--- src/rtl/seq_divider64.sv ---
// Multi-cycle restoring divider producing one quotient bit per clock, with valid/ready on both sides.
// Define SIGNED_DIV_EN to honour is_signed (magnitude conversion, FIX state, overflow flag).
module seq_divider64 #(
    parameter int N     = 64,
    parameter int CNT_W = 7
) (
    input  logic         clk,
    input  logic         reset_n,
    input  logic         in_valid,
    output logic         in_ready,
    input  logic [N-1:0] dividend,
    input  logic [N-1:0] divisor,
    input  logic         is_signed,
    output logic         out_valid,
    input  logic         out_ready,
    output logic [N-1:0] quotient,
    output logic [N-1:0] remainder,
    output logic         dbz_flag,
    output logic         of_flag
);

    typedef enum logic [1:0] {
        IDLE = 2'd0,
        CALC = 2'd1,
`ifdef SIGNED_DIV_EN
        FIX  = 2'd2,
`endif
        DONE = 2'd3
    } state_t;

    state_t state;
    state_t next_state;

    logic [N-1:0]     q_reg;
    logic [N-1:0]     r_reg;
    logic [N-1:0]     d_reg;
    logic [CNT_W-1:0] count;
    logic             dbz_reg;

    logic             accept;
    logic [N-1:0]     a_mag;
    logic [N-1:0]     b_mag;
    logic [N-1:0]     dbz_quotient;
    logic             overflow;
    logic [N:0]       shifted_r;
    logic [N:0]       trial;

    assign accept = in_valid && in_ready;

`ifdef SIGNED_DIV_EN
    logic a_neg;
    logic b_neg;
    logic signed_op;
    logic neg_q;
    logic neg_r;
    logic of_reg;

    // Operands become magnitudes at accept; the most negative value maps to 2^(N-1) unsigned.
    assign a_neg        = is_signed && dividend[N-1];
    assign b_neg        = is_signed && divisor[N-1];
    assign a_mag        = a_neg ? -dividend : dividend;
    assign b_mag        = b_neg ? -divisor : divisor;
    assign dbz_quotient = is_signed ? '0 : '1;
    assign overflow     = is_signed && (dividend == {1'b1, {(N-1){1'b0}}}) && (divisor == '1);
`else
    logic unused_is_signed;

    assign unused_is_signed = is_signed;
    assign a_mag            = dividend;
    assign b_mag            = divisor;
    assign dbz_quotient     = '1;
    assign overflow         = 1'b0;
`endif

    // The top bit of the (N+1)-bit trial subtract is the borrow: set means the divisor did not fit.
    assign shifted_r = {r_reg, q_reg[N-1]};
    assign trial     = shifted_r - {1'b0, d_reg};

    always_ff @(posedge clk or negedge reset_n) begin
        if (!reset_n) begin
            state <= IDLE;
        end else begin
            state <= next_state;
        end
    end

    always_comb begin
        next_state = state;
        case (state)
            IDLE: begin
                if (accept) begin
                    next_state = (divisor == '0) ? DONE : CALC;
                end
            end
            CALC: begin
                if (count == CNT_W'(1)) begin
`ifdef SIGNED_DIV_EN
                    next_state = signed_op ? FIX : DONE;
`else
                    next_state = DONE;
`endif
                end
            end
`ifdef SIGNED_DIV_EN
            FIX: begin
                next_state = DONE;
            end
`endif
            DONE: begin
                if (out_ready) begin
                    next_state = IDLE;
                end
            end
            default: begin
                next_state = IDLE;
            end
        endcase
    end

    always_comb begin
        in_ready  = (state == IDLE);
        out_valid = (state == DONE);
        quotient  = q_reg;
        remainder = r_reg;
        dbz_flag  = dbz_reg;
`ifdef SIGNED_DIV_EN
        of_flag   = of_reg;
`else
        of_flag   = 1'b0;
`endif
    end

    always_ff @(posedge clk or negedge reset_n) begin
        if (!reset_n) begin
            q_reg   <= '0;
            r_reg   <= '0;
            d_reg   <= '0;
            count   <= '0;
            dbz_reg <= 1'b0;
        end else begin
            case (state)
                IDLE: begin
                    if (accept) begin
                        count   <= CNT_W'(N);
                        d_reg   <= b_mag;
                        dbz_reg <= (divisor == '0);
                        if (divisor == '0) begin
                            q_reg <= dbz_quotient;
                            r_reg <= dividend;
                        end else begin
                            q_reg <= a_mag;
                            r_reg <= '0;
                        end
                    end
                end
                CALC: begin
                    count <= count - CNT_W'(1);
                    if (!trial[N]) begin
                        r_reg <= trial[N-1:0];
                        q_reg <= {q_reg[N-2:0], 1'b1};
                    end else begin
                        r_reg <= shifted_r[N-1:0];
                        q_reg <= {q_reg[N-2:0], 1'b0};
                    end
                end
`ifdef SIGNED_DIV_EN
                FIX: begin
                    if (neg_q) begin
                        q_reg <= -q_reg;
                    end
                    if (neg_r) begin
                        r_reg <= -r_reg;
                    end
                end
`endif
                default: begin
                end
            endcase
        end
    end

`ifdef SIGNED_DIV_EN
    // Sign corrections are decided from the raw operands at accept, since inputs may change afterwards.
    always_ff @(posedge clk or negedge reset_n) begin
        if (!reset_n) begin
            signed_op <= 1'b0;
            neg_q     <= 1'b0;
            neg_r     <= 1'b0;
            of_reg    <= 1'b0;
        end else if (accept) begin
            signed_op <= is_signed;
            neg_q     <= a_neg ^ b_neg;
            neg_r     <= a_neg;
            of_reg    <= overflow;
        end
    end
`endif

endmodule
--- config.mk ---
export PLATFORM = sky130hd
export DESIGN_NAME = seq_divider64
export DESIGN_NICKNAME = d
export VERILOG_FILES = /design/src/rtl/seq_divider64.sv
export SDC_FILE = /design/constraint.sdc
export NUM_CORES = 1
export LEC_CHECK = 0
export CAP_MARGIN = 20
export CORE_MARGIN = 8
export CORE_UTILIZATION = 30
export DETAILED_ROUTE_END_ITERATION = 12
export SLEW_MARGIN = 20
export SYNTH_ARGS = -nofsm -noshare
export SYNTH_HDL_FRONTEND = slang
export SYNTH_SLANG_ARGS = --single-unit
--- constraint.sdc ---
create_clock -name clk -period 5.58 [get_ports clk]
set_input_delay 0.837 -clock clk [delete_from_list [all_inputs] [get_ports clk]]
set_output_delay 0.837 -clock clk [all_outputs]
set_load 0.05 [all_outputs]
==> flow_summary.ini <==
[yosys]
syn-cell-area_um2 = 13600
synth_top_family_by_area = compound AO/OA/AOI/OAI gates
synth_compound_area_share_pct = 24.8
synth.mux.area_fraction_pct = 1.77
synth_sequential_area_ratio_pct = 37.2
asyncSetResetFlopFracSynth_pct = 100
postSynthNetCount = 1856
synth-simple-area-share_pct = 19.9
ys_seq_elements = 202
synth-xor-area-share_pct = 4.07
yosys_warnings = 0
synth-main-ff-cell = dfrtp_1
yosys.area_share.adder_pct = 6.22
syn_area_per_cell_um2 = 8.21
count_of_flip_flops_with_a_built_in_enable_after_synthesis = 0
synth_cell_type_count = 73
postSynthCellCount = 1656

[clock_network]
cts.clk_slew.worst_paths_ps = 60
clock-root-buffer = clkbuf_16
cts_num_sinks = 202
worst_skew_pair.late_latency_ps = 560
hold_buffers = 0
tritoncts = yes
clock_tree.buffer_depth = 3
number_of_cells_upsized_or_downsized_after_cts = 0
postCtsSetupRepairBufs = 0
htree_levels = 1
numCtsBuffers = 25

[placement]
port_buffers = 262
gp_congestion = 0.884
hpwlAfterDp_mm = 38.0

[critical_path]
crit_path_class = reg2reg
critical_path_peak_fanout = 19
required_ps = 6020
endpoint_kind_of_the_worst_setup_timing_path = register
critPathArrivalTime_ps = 4730
nature_of_the_critical_path_startpoint = register

[finish]
final_layout_size_suffix_gt1_share_pct = 4.54
nets = 2055
syn2layout_area_growth_pct = 29.3
final.fill_count = 4555
diodes = 0

[sta]
fin_crit_sh_pct = 76.8
timing.final.max_slew_violations = 0
final-setup-viol-count = 0
min_period_ps = 4290
max-slew-margin-rel_pct = 35.9
final_report_hold_violation_count = 0
worst_clock_skew_ps = 23.1
setup_total_negative_slack_ps = 0
rsz_0062_raised_after_global_routing = false
timing_worst_slew_pin_value_ps = 961
clock.fmax_mhz = 233

[floorplanning]
fp-row-count = 78
core_area_um2 = 45100
die_x_um = 229
initial_core_util_pct = 30.1
die-area_um2 = 52400
die_h_um = 229
io-pin-count = 265

[hold_path]
hp-class = in2async

[global_routing]
groute.usage.overall_pct = 18.5
grt_pass1_wl_mm = 78.2
antenna_found_initial = 3
globalRoute.totalOverflow = 0
via_count_of_the_first_global_routing_pass = 13100
grt_start_max_net_pins = 104

[flow_run]
max_cap_viol_count = 0

[route]
vias_per_cell = 5.32
drcViolationCount = 0
vias = 13200
drtIter0Drc = 931
wl_per_cell_um = 20.4
ant_nets = 0
firstDrtPassIters = 5
drt-total-wl_mm = 50.5

[outcome]
status = finished, final reports clean
-- metal layers --
| metal | up-vias | wire (um) | part of all wire [%] | track usage [%] |
|---|---|---|---|---|
| met2 | 403 | 22500 | 45 | 28.9 |
| met1 | 6315 | 22800 | 45 | 24.9 |
| met3 | 76 | 3760 | 7.5 | 4.98 |
| met4 | 6 | 1350 | 2.7 | 4.88 |
| li1 | 6356 | - | - | - |
| met5 | - | 34 | 0.067 | 0 |
-- layout make-up --
class | instances | area (um2) | share of cell area [%]
inverters | 89 | 334 | 1.90
clock inverters | 6 | 61.3 | 0.349
repair buffers | 285 | 2850 | 16.2
well taps | 600 | 751 | 4.27
clock buffers | 39 | 758 | 4.31
multi-input cells | 1252 | 7760 | 44.2
flip-flops and latches | 202 | 5050 | 28.8
-- cell usage after synthesis, types with 3 or more instances --
cell type | instances | area [um2]
buf_6 | 6 | 67.6
o31ai_1 | 32 | 240
nand3_1 | 116 | 581
o21a_1 | 8 | 60.1
nand2b_1 | 9 | 56.3
nor2_1 | 85 | 319
o21bai_1 | 10 | 75.1
mux2i_1 | 24 | 240
a221oi_1 | 4 | 35.0
ha_1 | 66 | 826
nor4_1 | 18 | 113
o21ai_0 | 150 | 751
a211oi_1 | 8 | 60.1
a221o_1 | 9 | 90.1
a21o_1 | 32 | 240
a22oi_1 | 47 | 353
or3_1 | 5 | 31.3
nand2_1 | 210 | 788
xor2_1 | 21 | 184
a21oi_1 | 118 | 591
o211ai_1 | 26 | 195
xnor2_1 | 39 | 342
a2111oi_0 | 3 | 26.3
a31oi_1 | 18 | 113
nand4_1 | 20 | 125
and2_1 | 10 | 62.6
inv_1 | 89 | 334
a21boi_0 | 3 | 22.5
buf_1 | 9 | 33.8
o31a_1 | 3 | 26.3
or2_2 | 3 | 18.8
dfrtp_1 | 202 | 5050
nor3_1 | 33 | 165
and3_1 | 13 | 81.3
o22ai_1 | 11 | 68.8
and4b_1 | 3 | 30.0
nor4b_1 | 3 | 26.3
o221ai_1 | 4 | 35.0
nor2b_1 | 34 | 213
clkbuf_1 | 94 | 353
a22o_1 | 16 | 140
-- layout by cell type, fill, tap and decap left out, types with 25 or more instances in the layout --
| master | count |
|---|---|
| nor2_1 | 84 |
| clkbuf_16 | 25 |
| o211ai_1 | 26 |
| a21oi_1 | 118 |
| inv_1 | 89 |
| a21o_1 | 32 |
| nor2b_1 | 32 |
| nor3_1 | 33 |
| clkdlybuf4s50_1 | 261 |
| xnor2_1 | 38 |
| o21ai_0 | 150 |
| o31ai_1 | 32 |
| nand3_1 | 116 |
| dfrtp_1 | 202 |
| nand2_1 | 210 |
| ha_1 | 66 |
| a22oi_1 | 47 |
-- metrics by stage --
| stage | hold WS, ps | utilization (%) | worst slack [ps] | cell area [um2] | instances |
|---|---|---|---|---|---|
| floorplan | 450 | - | 2050 | 13600 | 1656 |
| detailed placement | 466 | 37.2 | 1260 | 16800 | 2428 |
| global route | 448 | 39.0 | 1040 | 17600 | 2473 |
| finish | 382 | 39.0 | 1290 | 17600 | 2473 |
| CTS | 424 | 39.0 | 1230 | 17600 | 2473 |
| global placement | 468 | 37.2 | 1350 | 16800 | 2428 |
-- logic make-up (layout without fill, tap and decap cells) --
logic type      count (synthesis)  count (layout)
other cells                     1               1
fa+ha+maj                      67              67
buf+inv                       202             419
mux                            24              24
flops                         202             202
xor+xnor                       61              61
simple gates                  573             573
compound gates                526             526
-- worst max-delay path, cell delays in order (launching register included) --
cell       delay (ps)
dfrtp_1           410
inv_1              90
ha_1              230
fa_1              410
nand2b_1          190
a21oi_1           300
a2bb2oi_2         310
a211oi_2          170
nor2_1            240
a31o_4            270
a31oi_4           250
xor2_4            700
buf_4             380
a31oi_1           120
o31ai_1            90
-- final timing paths --
path / startpoint / endpoint / slack (ps) / depth (start not counted)
worst max-delay path: quotient[63]$_DFFE_PN0P_ / remainder[49]$_DFFE_PN0P_ / 1290 / 14
worst min-delay path: reset_n / d_reg[28]$_DFFE_PN0P_ / 380 / 1
worst max register to register: quotient[63]$_DFFE_PN0P_ / remainder[49]$_DFFE_PN0P_ / 1290 / 14
worst min register to register: dbz_flag$_DFFE_PN0P_ / dbz_flag$_DFFE_PN0P_ / 480 / 2
max in group asynchronous: reset_n / d_reg[60]$_DFFE_PN0P_ / 4090 / 2
min in group clk: dbz_flag$_DFFE_PN0P_ / dbz_flag$_DFFE_PN0P_ / 480 / 2
Power is left out: the tool's default activity adds up to more than one toggle a clock period on the data nets, which glitch-free logic cannot reach.
